[config.mk]
export PLATFORM = sky130hd
export DESIGN_NAME = mem_arbiter
export DESIGN_NICKNAME = d
export VERILOG_FILES = /design/src/rtl/mem_arbiter.sv
export SDC_FILE = /design/constraint.sdc
export NUM_CORES = 1
export LEC_CHECK = 0
export ABC_CLOCK_PERIOD_IN_PS = 1800
export BUFFER_PORTS_ARGS = -buffer_cell sky130_fd_sc_hd__clkbuf_2
export CAP_MARGIN = 25
export CORE_AREA = 2 2 140 142
export DETAILED_ROUTE_END_ITERATION = 7
export DIE_AREA = 0 0 142 144
export GPL_ROUTABILITY_DRIVEN = 0
export SYNTH_ARGS = -nofsm -noshare
export SYNTH_HDL_FRONTEND = slang
export SYNTH_SLANG_ARGS = --single-unit
[constraint.sdc]
create_clock -name CLK -period 1.8 [get_ports CLK]
set_input_delay 0.27 -clock CLK [delete_from_list [all_inputs] [get_ports CLK]]
set_output_delay 0.27 -clock CLK [all_outputs]
set_load 0.1 [all_outputs]
[src/rtl/mem_arbiter.sv]
// ---------------------------------------------------------------------------
// mem_arbiter
//   Arbitrates a single-ported RAM between an instruction-fetch requester and
//   a data requester. Data requests always win over simultaneous instruction
//   requests. Each completed access is followed by a one-cycle DONE bubble so
//   the requester can drop its request before the next arbitration.
//
// Ports
//   CLK, nRST                 clock (rising edge), async active-low reset
//   iREN, iaddr               instruction read request / word address
//   iload, ihit               instruction read data / completion strobe
//   dREN, dWEN, daddr, dstore data read/write request, address, write value
//   dload, dhit               data read value / completion strobe
//   ramREN, ramWEN            RAM enables
//   ramaddr, ramstore         RAM address / write data
//   ramload, ramstate         RAM read data / status (FREE,BUSY,ACCESS,ERROR)
//   memerr                    sticky error (RAM ERROR or wait timeout)
//   icount, dcount, stallcount statistics counters
//
// Build option
//   MEM_ARB_STATS_EN : when defined, icount/dcount/stallcount are live
//   wrapping counters; otherwise the ports are tied to 0.
// ---------------------------------------------------------------------------
module mem_arbiter (
  input  logic        CLK,
  input  logic        nRST,
  input  logic        iREN,
  input  logic [31:0] iaddr,
  output logic [31:0] iload,
  output logic        ihit,
  input  logic        dREN,
  input  logic        dWEN,
  input  logic [31:0] daddr,
  input  logic [31:0] dstore,
  output logic [31:0] dload,
  output logic        dhit,
  output logic        ramREN,
  output logic        ramWEN,
  output logic [31:0] ramaddr,
  output logic [31:0] ramstore,
  input  logic [31:0] ramload,
  input  logic [1:0]  ramstate,
  output logic        memerr,
  output logic [31:0] icount,
  output logic [31:0] dcount,
  output logic [31:0] stallcount
);

  localparam logic [1:0] RAM_ACCESS = 2'd2;
  localparam logic [1:0] RAM_ERROR  = 2'd3;

  typedef enum logic [1:0] {IDLE, DACC, IACC, DONE} state_t;

  state_t     state;
  logic [7:0] wait_cnt;

  logic d_req;
  logic active;
  logic access_ok;

  assign d_req = dREN | dWEN;

  // An access state is only "live" while its requester still holds the
  // request; a dropped request aborts the access without a hit.
  assign active    = ((state == DACC) && d_req) || ((state == IACC) && iREN);
  assign access_ok = active && (ramstate == RAM_ACCESS);

  // RAM-side and requester-side outputs are decoded from the state so that
  // the hit can follow ramstate in the same cycle. Async reset forces IDLE,
  // which makes every output 0 immediately.
  always_comb begin
    ramREN   = 1'b0;
    ramWEN   = 1'b0;
    ramaddr  = '0;
    ramstore = '0;
    iload    = '0;
    dload    = '0;
    ihit     = 1'b0;
    dhit     = 1'b0;
    case (state)
      DACC: begin
        ramaddr  = daddr;
        ramstore = dstore;
        ramWEN   = dWEN;
        ramREN   = dREN & ~dWEN;   // read+write together is a write
        if (access_ok) begin
          dhit  = 1'b1;
          dload = ramload;
        end
      end
      IACC: begin
        ramaddr = iaddr;
        ramREN  = iREN;
        if (access_ok) begin
          ihit  = 1'b1;
          iload = ramload;
        end
      end
      default: ;
    endcase
  end

  always_ff @(posedge CLK or negedge nRST) begin
    if (!nRST) begin
      state    <= IDLE;
      wait_cnt <= '0;
      memerr   <= 1'b0;
    end else begin
      case (state)
        IDLE: begin
          // Clearing here covers every entry into DACC/IACC.
          wait_cnt <= '0;
          if (d_req)     state <= DACC;
          else if (iREN) state <= IACC;
        end
        DACC, IACC: begin
          if (!active) begin
            state <= IDLE;
          end else if (ramstate == RAM_ERROR) begin
            memerr <= 1'b1;
            state  <= IDLE;
          end else if (ramstate == RAM_ACCESS) begin
            state <= DONE;
          end else begin
            wait_cnt <= wait_cnt + 8'd1;
            // This wait cycle brings the counter to 255: give up.
            if (wait_cnt == 8'd254) begin
              memerr <= 1'b1;
              state  <= IDLE;
            end
          end
        end
        DONE:    state <= IDLE;
        default: state <= IDLE;
      endcase
    end
  end

`ifdef MEM_ARB_STATS_EN
  logic        stall;
  logic [31:0] icount_reg;
  logic [31:0] dcount_reg;
  logic [31:0] stallcount_reg;

  assign stall = ((state == DACC) || (state == IACC)) && (ramstate != RAM_ACCESS);

  always_ff @(posedge CLK or negedge nRST) begin
    if (!nRST) begin
      icount_reg     <= '0;
      dcount_reg     <= '0;
      stallcount_reg <= '0;
    end else begin
      if (ihit)  icount_reg     <= icount_reg + 32'd1;
      if (dhit)  dcount_reg     <= dcount_reg + 32'd1;
      if (stall) stallcount_reg <= stallcount_reg + 32'd1;
    end
  end

  assign icount     = icount_reg;
  assign dcount     = dcount_reg;
  assign stallcount = stallcount_reg;
`else
  assign icount     = '0;
  assign dcount     = '0;
  assign stallcount = '0;
`endif

endmodule

==> Word level (Yosys, flattened, before mapping) <==
Index checks and enable logic that the tools add are counted.
W data, S select, Z words.
{ "word_totals": {"output_inout_bits": 229, "regBits": 11, "wordCells": 54} }
{ "op_classes": {"reduce_logical": 11, "mux": 24, "addsub": 1, "n_bitwise": 3, "n_eq_ne": 12} }
{ "op_table": {"columns": ["op", "n"], "rows": [
  ["$mux W32", 4],
  ["$pmux W32 S2", 1],
  ["$mux W8", 3],
  ["$pmux W8 S2", 1],
  ["$mux W2", 6],
  ["$add A8 B1 Y8 const B", 1],
  ["$eq A2 B2 Y1 const B", 4],
  ["$eq A8 B8 Y1 const B", 1],
  ["$ne A2 B2 Y1 const B", 4],
  ["$reduce_and A4 Y1", 2],
  ["$mux W1", 7],
  ["$pmux W2 S3", 1],
  ["$ne A5 B5 Y1 const B", 1],
  ["$reduce_bool A2 Y1", 2],
  ["$logic_and A1 B1 Y1", 3],
  ["$ne A3 B3 Y1 const B", 1],
  ["$eq A2 B1 Y1 const B", 1],
  ["$logic_not A2 Y1", 1],
  ["$pmux W1 S2", 1],
  ["$reduce_and A2 Y1", 1],
  ["$reduce_or A2 Y1", 1],
  ["$and A1 B1 Y1", 1],
  ["$logic_or A1 B1 Y1", 1],
  ["$not A1 Y1", 1],
  ["$or A1 B1 Y1", 1]
]} }

==> Depth between registers and ports, before layout <==
Gate-level depths: netlist of run 1.
{ "logic_depth": {"word_depth": 6, "ltp_mapped": 8, "ltp_nobuf": 6} }

==> Worst setup path after synthesis of run 1 <==
Ideal clock, no wire load.
{ "synth_path": {"path_type": "reg2out", "startpoint": "register state[1]", "endpoint": "output port ramREN", "stages_incl_launch_ff": 7, "required_ps": 1530, "t_arrival_ps": 3325, "path_slack_ps": -1795, "n_path_buf": 2, "cell_sequence": "dfrtp_1 inv_1 ha_1 buf_2 clkbuf_1 nand3b_1 a21boi_0"} }
{ "synth_between": {"elab_chain_cells": 2, "elab_cells_between_ends": 3, "cone_classes": "eq/ne (2); mux (1)"} }
{ "synth_rtl": {"columns": ["item", "line_no", "source"], "rows": [
  ["from (decl)", "54", "state_t state;"],
  ["from (signal assigned)", "105", "state <= IDLE;"],
  ["from (signal assigned)", "113", "if (d_req) state <= DACC;"],
  ["from (signal assigned)", "114", "else if (iREN) state <= IACC;"],
  ["$eq A2 B2 Y1 / $eq A2 B1 Y1 (equally long branches)", "80", "case (state)"],
  ["$pmux W1 S2 *", "80", null],
  ["to (decl)", "37", "output logic ramREN,"]
]} }
Mark *: on every way between the ends. The rest lies on a longest branch, timed or not.

==> Worst setup path in the final report of run 1 <==
{ "layout_path": {"startpoint": "register state[0]", "endpoint": "output port iload[18]"} }
{ "layout_between": {"elab_chain_cells": 6, "elab_cells_between_ends": 8, "cone_classes": "eq/ne (2); mux (2); reduce/logical (4)"} }
{ "layout_rtl": {"columns": ["item", "line_no", "source"], "rows": [
  ["$eq A2 B1 Y1 / $eq A2 B2 Y1 (equally long branches)", "65, 80", null],
  ["$logic_and A1 B1 Y1", "65", "assign active = ((state == DACC) && d_req) || ((state == IACC) && iREN);"],
  ["$logic_or A1 B1 Y1", "65", null],
  ["$logic_and A1 B1 Y1", "66", "assign access_ok = active && (ramstate == RAM_ACCESS);"],
  ["$mux W32", "94", "if (access_ok) begin"],
  ["$mux W32 *", "80", null],
  ["to (decl)", "29", "output logic [31:0] iload,"]
]} }
Marked as above.

==> results.yml, run 1 <==
sta:
  fin_ws_ns: -0.392
  tightest_slew_ns: 0.547
  period_share_pct: 122
  setup_viol: 138
  clock.fmax_mhz: 456
  relSlewSlack_pct: 63.7
  post-route-min-period_ns: 2.19
  rsz0062_at_grt: "true"
  tns_ns: -38.85
  skew_ns: 0.000695
  slew_violations: 0
  hold_violations: 0
global_routing:
  antenna_found_initial: 0
  grt_pass1_wl_um: 18000
  track_usage_pct: 11.3
  grt-ovfl-total: 0
  grt_max_degree: 51
  grt_pass1_vias: 3037
clock_network:
  cts_max_level: 1
  path_clk_slew_ns: 0.04
  cts_buffers: 3
  clockRootBuffer: "clkbuf_16"
  cts_max_path_buffers: 2
  clock_sinks: 11
  cts_tree: "built"
  clock_latency_ns: 0.24
power:
  power_leakage_nw: 3.50
  ir_drop_uv: 580
  power_mw: 13.7
  power_density_mw_per_mm2: 1780
finish:
  layout_commonest_cell: "buf_12"
  fin_cells: 916
  antenna_cells: 0
  nets: 820
  mostFrequentLayoutCells: "buf_12, clkbuf_2, conb_1, and3_4, and2_4"
  layout-drive-gt1-share_pct: 74.9
  areaGrowthSynthToFinish_pct: 187
  multiInputGateArea_mm2: 0.00276
  nFillCells: 1830
  regArea_um2: 275
  design_area_mm2: 0.00769
synth:
  syn-instance-count: 371
  ys_types: 41
  yosysWarnings: 0
  async_flop_share_pct: 100
  synth_seq_area_share_pct: 10.3
  synth-edff-count: 0
  syn_avg_cell_area_um2: 7.22
  synth-seq-cells: 11
  syn_area_mm2: 0.00268
  synth-main-ff-cell: "dfrtp_1"
setup_path:
  crit_path_max_fanout: 10
  startpoint_type: "register"
  crit_type: "reg -> out"
  crit_arrival_ns: 1.92
  r2r-start: "state[0]$_DFFE_PN0P_"
  r2r-end: "state[0]$_DFFE_PN0P_"
  reg2reg_depth: 8
  cp-end-kind: "output port"
  cp.required_ns: 1.53
  regToRegSetupSlack_ns: -0.22
detailed_routing:
  vias_per_cell: 3.89
  drt_iter0_drc: 108
  avgRoutedWirePerCell_um: 15.8
  drt-pass1-iter-count: 4
  finalWirelength_um: 14500
  routed-via-count: 3563
  drc: 0
  final_antenna_net_count: 0
placement:
  dp.final_hpwl_um: 10600
  dp.cells: 877
  portBuffers: 267
  place_area_mm2: 0.00682
flow_run:
  drv_cap: 0
die:
  dieArea_mm2: 0.0204
  floorplan.initialDensity_pct: 14.0
  fp.dieW_um: 142
  dieHeight_um: 144
  fp-row-count: 51
  io-pin-count: 364
  core_mm2: 0.0191
run_status:
  outcome: "finished, violations left"
  violations: "setup timing"
hold_path:
  hp-class: "in -> async"
per-stage QoR:
stage / setup WS [ns] / util [%] / hold slack, ns
detailed placement: -0.141 / 35.8 / 0.174
global placement: -0.106 / 35.8 / 0.170
global route: -0.458 / 40.3 / 0.490
floorplan: -0.151 / - / -0.0256
finish: -0.392 / 40.3 / 0.441
CTS: -0.380 / 36.9 / 0.452
per-layer routing:
| metal | global-route usage (%) | part of all wire, % | vias up |
|---|---|---|---|
| met5 | 0 | 0 | - |
| met4 | 1.58 | 0.41 | 0 |
| met3 | 1.82 | 5.9 | 4 |
| met2 | 21.4 | 55 | 152 |
| met1 | 13.7 | 39 | 1706 |
| li1 | - | - | 1701 |
registers in the layout, summed over array words and instances, names as in the netlist:
| register | cells |
|---|---|
| wait_cnt | 8 |
| state | 2 |
| memerr | 1 |
cell type report:
| type | instances | share of cell area [%] |
|---|---|---|
| inverter | 4 | 0.195 |
| sequential | 11 | 3.58 |
| timing repair buffer | 334 | 55.5 |
| clock buffer | 4 | 1.03 |
| tap | 238 | 3.87 |
| multi-input combinational | 325 | 35.8 |
cell families (layout without fill, tap and decap cells):
logic type	after synthesis	after routing	synth area share, %
simple gates	167	167	38.0
fa+ha+maj	6	6	2.80
other cells	1	96	0.140
buf+inv	130	342	32.0
flops	11	11	10.3
compound gates	52	52	15.2
mux	2	2	0.934
xor+xnor	2	2	0.654
worst max-delay path by stage:
stage,startpoint,endpoint,slack (ns)
2_1_floorplan,state[1]$_DFFE_PN0P_,ramREN,-0.15
3_3_place_gp,state[0]$_DFFE_PN0P_,state[0]$_DFFE_PN0P_,-0.11
3_5_place_dp,state[0]$_DFFE_PN0P_,dload[10],-0.14
4_1_cts,state[0]$_DFFE_PN0P_,dload[27],-0.38
5_1_grt,state[0]$_DFFE_PN0P_,iload[18],-0.46
6_report,state[0]$_DFFE_PN0P_,iload[18],-0.39
worst max-delay path, cell delays in order, from the launching register on:
cell and delay (ns):
dfrtp_1 0.42, inv_2 0.10, ha_4 0.15, nand2_4 0.05
nand2_2 0.06, and3b_4 0.20, buf_12 0.15, buf_6 0.16
and3_4 0.20, buf_12 0.17
cell usage after synthesis (2+ instances only):
cell type  number  area share (%)
buf_4          96              27
a22oi_1        32             9.0
nand3b_1        2            0.56
nand2_1        10             1.4
and3_1         64              15
clkbuf_1       22             3.1
nand3_1        11             2.1
a21boi_0        2            0.56
nor2_1          2            0.28
o211ai_1        2            0.56
nor2b_1        33             7.7
o21ai_0         7             1.3
ha_1            6             2.8
buf_2           7             1.3
inv_1           4            0.56
dfrtp_1        11              10
and2_1         36             8.4
report_power, final:
group | internal (mW) | switching [mW]
registers | 0.301 | 0.0565
clock network | 0.298 | 0.118
logic | 5.31 | 7.57
timing repair:
| action | CTS | global route |
|---|---|---|
| pin swaps | 13 | 15 |
| setup buffers | 2 | 14 |
| hold buffers | 1 | 0 |
| resized for setup | 15 | 59 |
| setup endpoints to repair | 138 | 141 |
| cloned | 2 | 17 |
| endpoints found under the hold margin | 11 | 0 |
(Power assumes the default switching activity.)
==> run 2: changes to the inputs <==
ABC_CLOCK_PERIOD_IN_PS = 2130   (was 1800)
CORE_AREA = 2 2 142 144   (was 2 2 140 142)
DIE_AREA = 0 0 144 146   (was 0 0 142 144)
clock period = 2.13 ns   (was 1.8 ns; I/O delays follow)
==> run 2 against run 1 <==
Effect of this change:
- the run still ends with setup timing left
- combinational power decreased by 27%
- sequential share of layout area increased by 0.39 points
- largest power group unchanged
- setup slack improved by 0.24 ns
- via count decreased by 3.9%
- register-to-register slack improved by 0.40 ns
- non-clock buffer count decreased by 39
- clock skew about the same
==> results.yml, run 2 (synthesis results as in run 1) <==
sta:
  slew_violations: 0
  setup_viol: 69
  tightest_slew_ns: 0.543
  period_share_pct: 107
  relSlewSlack_pct: 64.0
  fin_ws_ns: -0.150
  tns_ns: -8.36
  post-route-min-period_ns: 2.28
  rsz0062_at_grt: "true"
  hold_violations: 0
  clock.fmax_mhz: 439
  skew_ns: 0.000971
die:
  io-pin-count: 364
  fp.dieW_um: 144
  core_mm2: 0.0193
  dieHeight_um: 146
  fp-row-count: 51
  floorplan.initialDensity_pct: 13.8
  dieArea_mm2: 0.0210
setup_path:
  cp-end-kind: "output port"
  critical-path-top-delay-family: "simple AND/OR/NAND/NOR gates"
  crit_arrival_ns: 1.96
  crit_path_max_fanout: 16
  cp.required_ns: 1.81
  path_buf_inv: 3
  startpoint_type: "register"
  path_cells: "inv_2, ha_4, nand2_4, nand2_2, and3b_4, buf_8, and3_4, buf_12"
  crit_type: "reg -> out"
  critPathMaxStageDelay_ns: 0.42
  slowest_stage: "dfrtp_1"
hold_path:
  hp-class: "in -> async"
finish:
  layout_commonest_cell: "buf_12"
  largest_register_ffs: 8
  mostFrequentLayoutCells: "buf_12, clkbuf_2, conb_1, and3_4"
  design_area_mm2: 0.00694
  fin_cells: 905
  reg.largest.list: "wait_cnt: 8 flops, state: 2 flops, memerr: 1 flops"
  regMostFlops: "wait_cnt"
  layout-drive-gt1-share_pct: 66.0
  nets: 781
  areaGrowthSynthToFinish_pct: 159
detailed_routing:
  final_antenna_net_count: 0
  drt_iter0_drc: 83
  vias_per_cell: 3.78
  finalWirelength_um: 13300
  drc: 0
  drt-pass1-iter-count: 4
  routed-via-count: 3425
  avgRoutedWirePerCell_um: 14.7
run_status:
  violations: "setup timing"
  outcome: "finished, violations left"
power:
  pwr-share-comb_pct: 93.4
  power_density_mw_per_mm2: 1450
  p_sw_mw: 6.17
  p_seq_share_pct: 3.0
  ir_drop_uv: 925
  sw_frac_of_total_pct: 61.5
  p_clk_share_pct: 3.5
  p_int_mw: 3.86
  power_leakage_nw: 3.17
flow_run:
  drv_cap: 0
global_routing:
  grt-ovfl-total: 0
  track_usage_pct: 10.1
  grt_pass1_wl_um: 16900
  grt_max_degree: 101
  antenna_found_initial: 0
  grt_pass1_vias: 3108
clock_network:
  clock_latency_ns: 0.24
  clockRootBuffer: "clkbuf_16"
  path_clk_slew_ns: 0.04
  cts_tree: "built"
  cts_buffers: 3
  clock_sinks: 11
  cts_max_path_buffers: 2
  cts_max_level: 1
placement:
  dp.cells: 883
  place_area_mm2: 0.00646
  portBuffers: 267
  dp_slack_ns: 0.0580
  dp.final_hpwl_um: 9670
[run 2: cell count changes in the layout (fill, tap and decap cells not counted), sizes merged]
cell,delta
buf,-35
diode,+1
clkbuf,-4
[run 2: path summary, 6_finish.rpt]
| path | start | to | slack [ns] | cells after the start |
|---|---|---|---|---|
| worst max-delay path | state[0]$_DFFE_PN0P_ | dload[16] | -0.15 | 8 |
| worst min-delay path | nRST | wait_cnt[1]$_DFFE_PN0P_ | 0.48 | 2 |
| worst max register to register | state[0]$_DFFE_PN0P_ | state[0]$_DFFE_PN0P_ | 0.18 | 7 |
| worst min register to register | memerr$_DFFE_PN0P_ | memerr$_DFFE_PN0P_ | 0.48 | 1 |
| max in group asynchronous | nRST | memerr$_DFFE_PN0P_ | 1.43 | 2 |
| min in group CLK | memerr$_DFFE_PN0P_ | memerr$_DFFE_PN0P_ | 0.48 | 1 |
[run 2: cell type report]
cell class | instances | area (µm²)
Inverter | 4 | 15.0
Timing Repair Buffer | 295 | 3730
Antenna cell | 1 | 2.50
Sequential cell | 11 | 275
Fill cell | 1925 | 12400
Multi-Input combinational cell | 325 | 2500
Clock buffer | 4 | 78.8
Tap cell | 265 | 332
[run 2: per-layer routing]
metal / up-vias / wire length [µm] / GRT usage [%] / share of wire, %
li1: 1620 / - / - / -
met1: 1609 / 5010 / 11.9 / 38
met2: 187 / 7190 / 18.9 / 54
met3: 9 / 1060 / 2.11 / 7.9
met4: 0 / 79 / 1.18 / 0.59
met5: - / 0 / 0 / 0
[run 2: what timing repair did]
action	in CTS	in global routing
cloned	0	10
pin swaps	3	15
buffers inserted	0	8
endpoints found under the hold margin	11	0
hold buffers	1	0
setup endpoints to repair	97	100
gates resized for setup	4	23
[run 2: through the flow]
step           utilization (%)  hold WS, ns  power [mW]
2_1_floorplan                -       0.0239        6.36
3_3_place_gp              33.4        0.222        8.94
3_5_place_dp              33.4        0.222        8.96
4_1_cts                   34.0        0.484        9.39
5_1_grt                   35.9        0.517        10.4
6_report                  35.9        0.481        10.0
[run 2: worst reg2reg max path: cells and delay by family (launching register included)]
kind	cells	cell delay, ns
AOI/OAI and AO/OA	2	0.35
adders and majority gates	1	0.31
buffers and inverters	2	0.23
DFF	1	0.42
muxes	1	0.31
and+or+nand+nor	1	0.21
[run 2: power groups by stage]
stage                     Combinational, mW  Clock [mW]  Sequential [mW]
after global routing                   9.73       0.374            0.312
after global placement                 8.64           0            0.304
after detailed placement               8.65           0            0.305
after CTS                              8.73       0.361            0.304
after floorplan                        6.00           0            0.356
final                                  9.37       0.356            0.304
==> run 3: changes to the inputs <==
ABC_AREA = 1   (was default)
CORE_AREA = 2 2 140 142   (was 2 2 142 144)
DIE_AREA = 0 0 142 144   (was 0 0 144 146)
==> run 3 against run 2 <==
Effect of this change:
- the run still ends with setup timing left
- clock-buffer cell count stayed put
- fmax is 2.9% higher
- first-iteration DRC count is 80% higher
- routed wire length hardly changed
- global-route usage is 1.7 points higher
- synthesized cell count is 33% higher
- sequential power is 6% lower
- combinational power is 2.5% higher
- synthesized area is 2.3% lower
- final cell count is 12% higher
- largest cell class unchanged
==> results.yml, run 3 <==
sta:
  rsz0062_at_grt: "true"
  post-route-min-period_ns: 2.22
  clock.fmax_mhz: 451
  skew_ns: 0.00111
  hold_violations: 0
  tightest_slew_ns: 0.550
  setup_viol: 66
  relSlewSlack_pct: 63.5
  slew_violations: 0
  fin_ws_ns: -0.0862
  period_share_pct: 104
hold_path:
  hold_path_depth: 1
  hp-class: "reg -> reg"
setup_path:
  crit_type: "reg -> out"
  endpoint: "ihit"
  crit_arrival_ns: 1.90
  slowest_stage: "dfrtp_1"
  critPathMaxStageDelay_ns: 0.39
  cp.required_ns: 1.81
  reg2reg_depth: 9
  crit_path_max_fanout: 5
  cp-startpoint: "state[0]$_DFFE_PN0P_"
  r2r-end: "wait_cnt[6]$_DFFE_PN0P_"
  cp-end-kind: "output port"
  path_cells: "buf_6, ha_4, nand2_4, nand3_4, nand3_4, inv_4, buf_12, nand2_8, buf_8, clkinvlp_4, buf_12"
  startpoint_type: "register"
  r2r-start: "state[1]$_DFFE_PN0P_"
  regToRegSetupSlack_ns: 0.21
synth:
  syn_area_mm2: 0.00262
  synth_seq_area_share_pct: 10.5
  syn_avg_cell_area_um2: 5.32
  synth_top_area_share_pct: 27.5
  synth.most_common_cell: "nand2_1"
  synth_common_cells: "nand2_1, buf_4, inv_1"
  syn-instance-count: 492
  synth-edff-count: 0
  async_flop_share_pct: 100
  synth-main-ff-cell: "dfrtp_1"
  synth-seq-cells: 11
  yosysWarnings: 0
  yosys-top-cells-area: "buf_4, nand2_1, inv_1"
  ys_types: 22
  yosys.area.top_type: "buf_4"
finish:
  mostFrequentLayoutCells: "buf_12, clkbuf_2, nand2_1, conb_1, inv_1"
  nets: 921
  reg.largest.list: "wait_cnt: 8 flops, state: 2 flops, memerr: 1 flops"
  layout_commonest_cell: "buf_12"
  largest_register_ffs: 8
  areaGrowthSynthToFinish_pct: 185
  design_area_mm2: 0.00747
  antenna_cells: 0
  layout-drive-gt1-share_pct: 54.0
  nFillCells: 1841
  regMostFlops: "wait_cnt"
global_routing:
  grt_pass1_vias: 3379
  grt_max_degree: 34
  grt-ovfl-total: 0
  antenna_found_initial: 0
  grt_pass1_wl_um: 18900
  track_usage_pct: 11.7
die:
  fp-row-count: 51
  core_mm2: 0.0191
  io-pin-count: 364
  dieHeight_um: 144
  floorplan.initialDensity_pct: 13.7
  fp.dieW_um: 142
  dieArea_mm2: 0.0204
detailed_routing:
  drt_iter0_drc: 149
  drc: 0
  routed-via-count: 3650
  vias_per_cell: 3.59
  final_antenna_net_count: 0
  drt-pass1-iter-count: 4
  finalWirelength_um: 13300
  avgRoutedWirePerCell_um: 13.1
clock_network:
  clockRootBuffer: "clkbuf_16"
  clock_sinks: 11
  cts_tree: "built"
  cts_buffers: 3
  clock_latency_ns: 0.24
  cts_max_path_buffers: 2
  path_clk_slew_ns: 0.04
  cts_max_level: 1
power:
  power_density_mw_per_mm2: 1370
  ir_drop_uv: 1040
  power_leakage_nw: 3.53
flow_run:
  drv_cap: 0
run_status:
  violations: "setup timing"
  outcome: "finished, violations left"
placement:
  dp_slack_ns: 0.0672
  place_area_mm2: 0.00683
  portBuffers: 267
  dp.final_hpwl_um: 10200
-- run 3: cell types whose count changed after synthesis, moves of 32 or more --
cell,delta
a21oi_1,+33
and2_1,-36
nor2_1,+70
nor2b_1,-33
inv_1,+76
nand2_1,+127
a22oi_1,-32
and3_1,-64
-- run 3: report_power, final --
part | internal [mW] | total, mW | switching, mW
Clock | 0.251 | 0.340 | 0.0889
Combinational | 3.11 | 9.60 | 6.49
Sequential | 0.250 | 0.286 | 0.0363
Total | 3.61 | 10.2 | 6.61
-- run 3: timing repair --
item	CTS	global route
buffers inserted	12	3
hold buffers	1	0
pin swaps	8	6
cloned	7	2
setup endpoints to repair	98	130
gates resized for setup	30	10
endpoints found under the hold margin	11	0
-- run 3: area by class of cell --
cell class	instances	area [µm²]	share of cell area [%]
multi-input cells	377	2550	34.1
inverters	82	330	4.42
clock buffers	4	78.8	1.06
well taps	238	298	3.99
flip-flops and latches	11	275	3.69
repair buffers	305	3940	52.7
-- run 3: worst min path at each step --
stage	startpoint	end	slack [ns]
5_1_grt	memerr$_DFFE_PN0P_	memerr$_DFFE_PN0P_	0.51
3_3_place_gp	nRST	wait_cnt[2]$_DFFE_PN0P_	0.22
6_report	memerr$_DFFE_PN0P_	memerr$_DFFE_PN0P_	0.48
2_1_floorplan	nRST	memerr$_DFFE_PN0P_	0.02
3_5_place_dp	nRST	wait_cnt[4]$_DFFE_PN0P_	0.22
4_1_cts	memerr$_DFFE_PN0P_	memerr$_DFFE_PN0P_	0.48
-- run 3: through the flow --
step	utilization [%]	hold WS [ns]	std cells	power, mW	setup TNS (ns)
3_5_place_dp	35.8	0.224	989	8.94	0
5_1_grt	39.1	0.511	1017	10.6	-12.57
4_1_cts	38.5	0.484	1013	10.2	-1.91
2_1_floorplan	-	0.0239	587	6.30	-4.42
3_3_place_gp	35.8	0.215	989	8.91	0
6_report	39.1	0.482	1017	10.2	-3.69
-- run 3: logic make-up after synthesis --
kind of cell,Yosys count,share of synthesized area [%]
XOR/XNOR,3,1.00
AO/OA/AOI/OAI,43,8.51
flip-flops,11,10.5
other,1,0.143
adder cells (fa/ha/maj),6,2.87
AND/OR/NAND/NOR,229,34.2
buffers and inverters,199,42.8
-- run 3: worst max-delay path: cells and delay by family (launching register included) --
family	cells	cell delay [ns]
adders and majority gates	1	0.18
buffers and inverters	6	0.74
DFF	1	0.39
and+or+nand+nor	4	0.33
-- run 3: metal layers --
layer	part of all wire [%]	vias up	track usage [%]
met5	0	-	0
met4	1.3	0	2.11
met3	4.4	15	1.46
met2	54	143	21.6
met1	40	1657	14.8
li1	-	1835	-
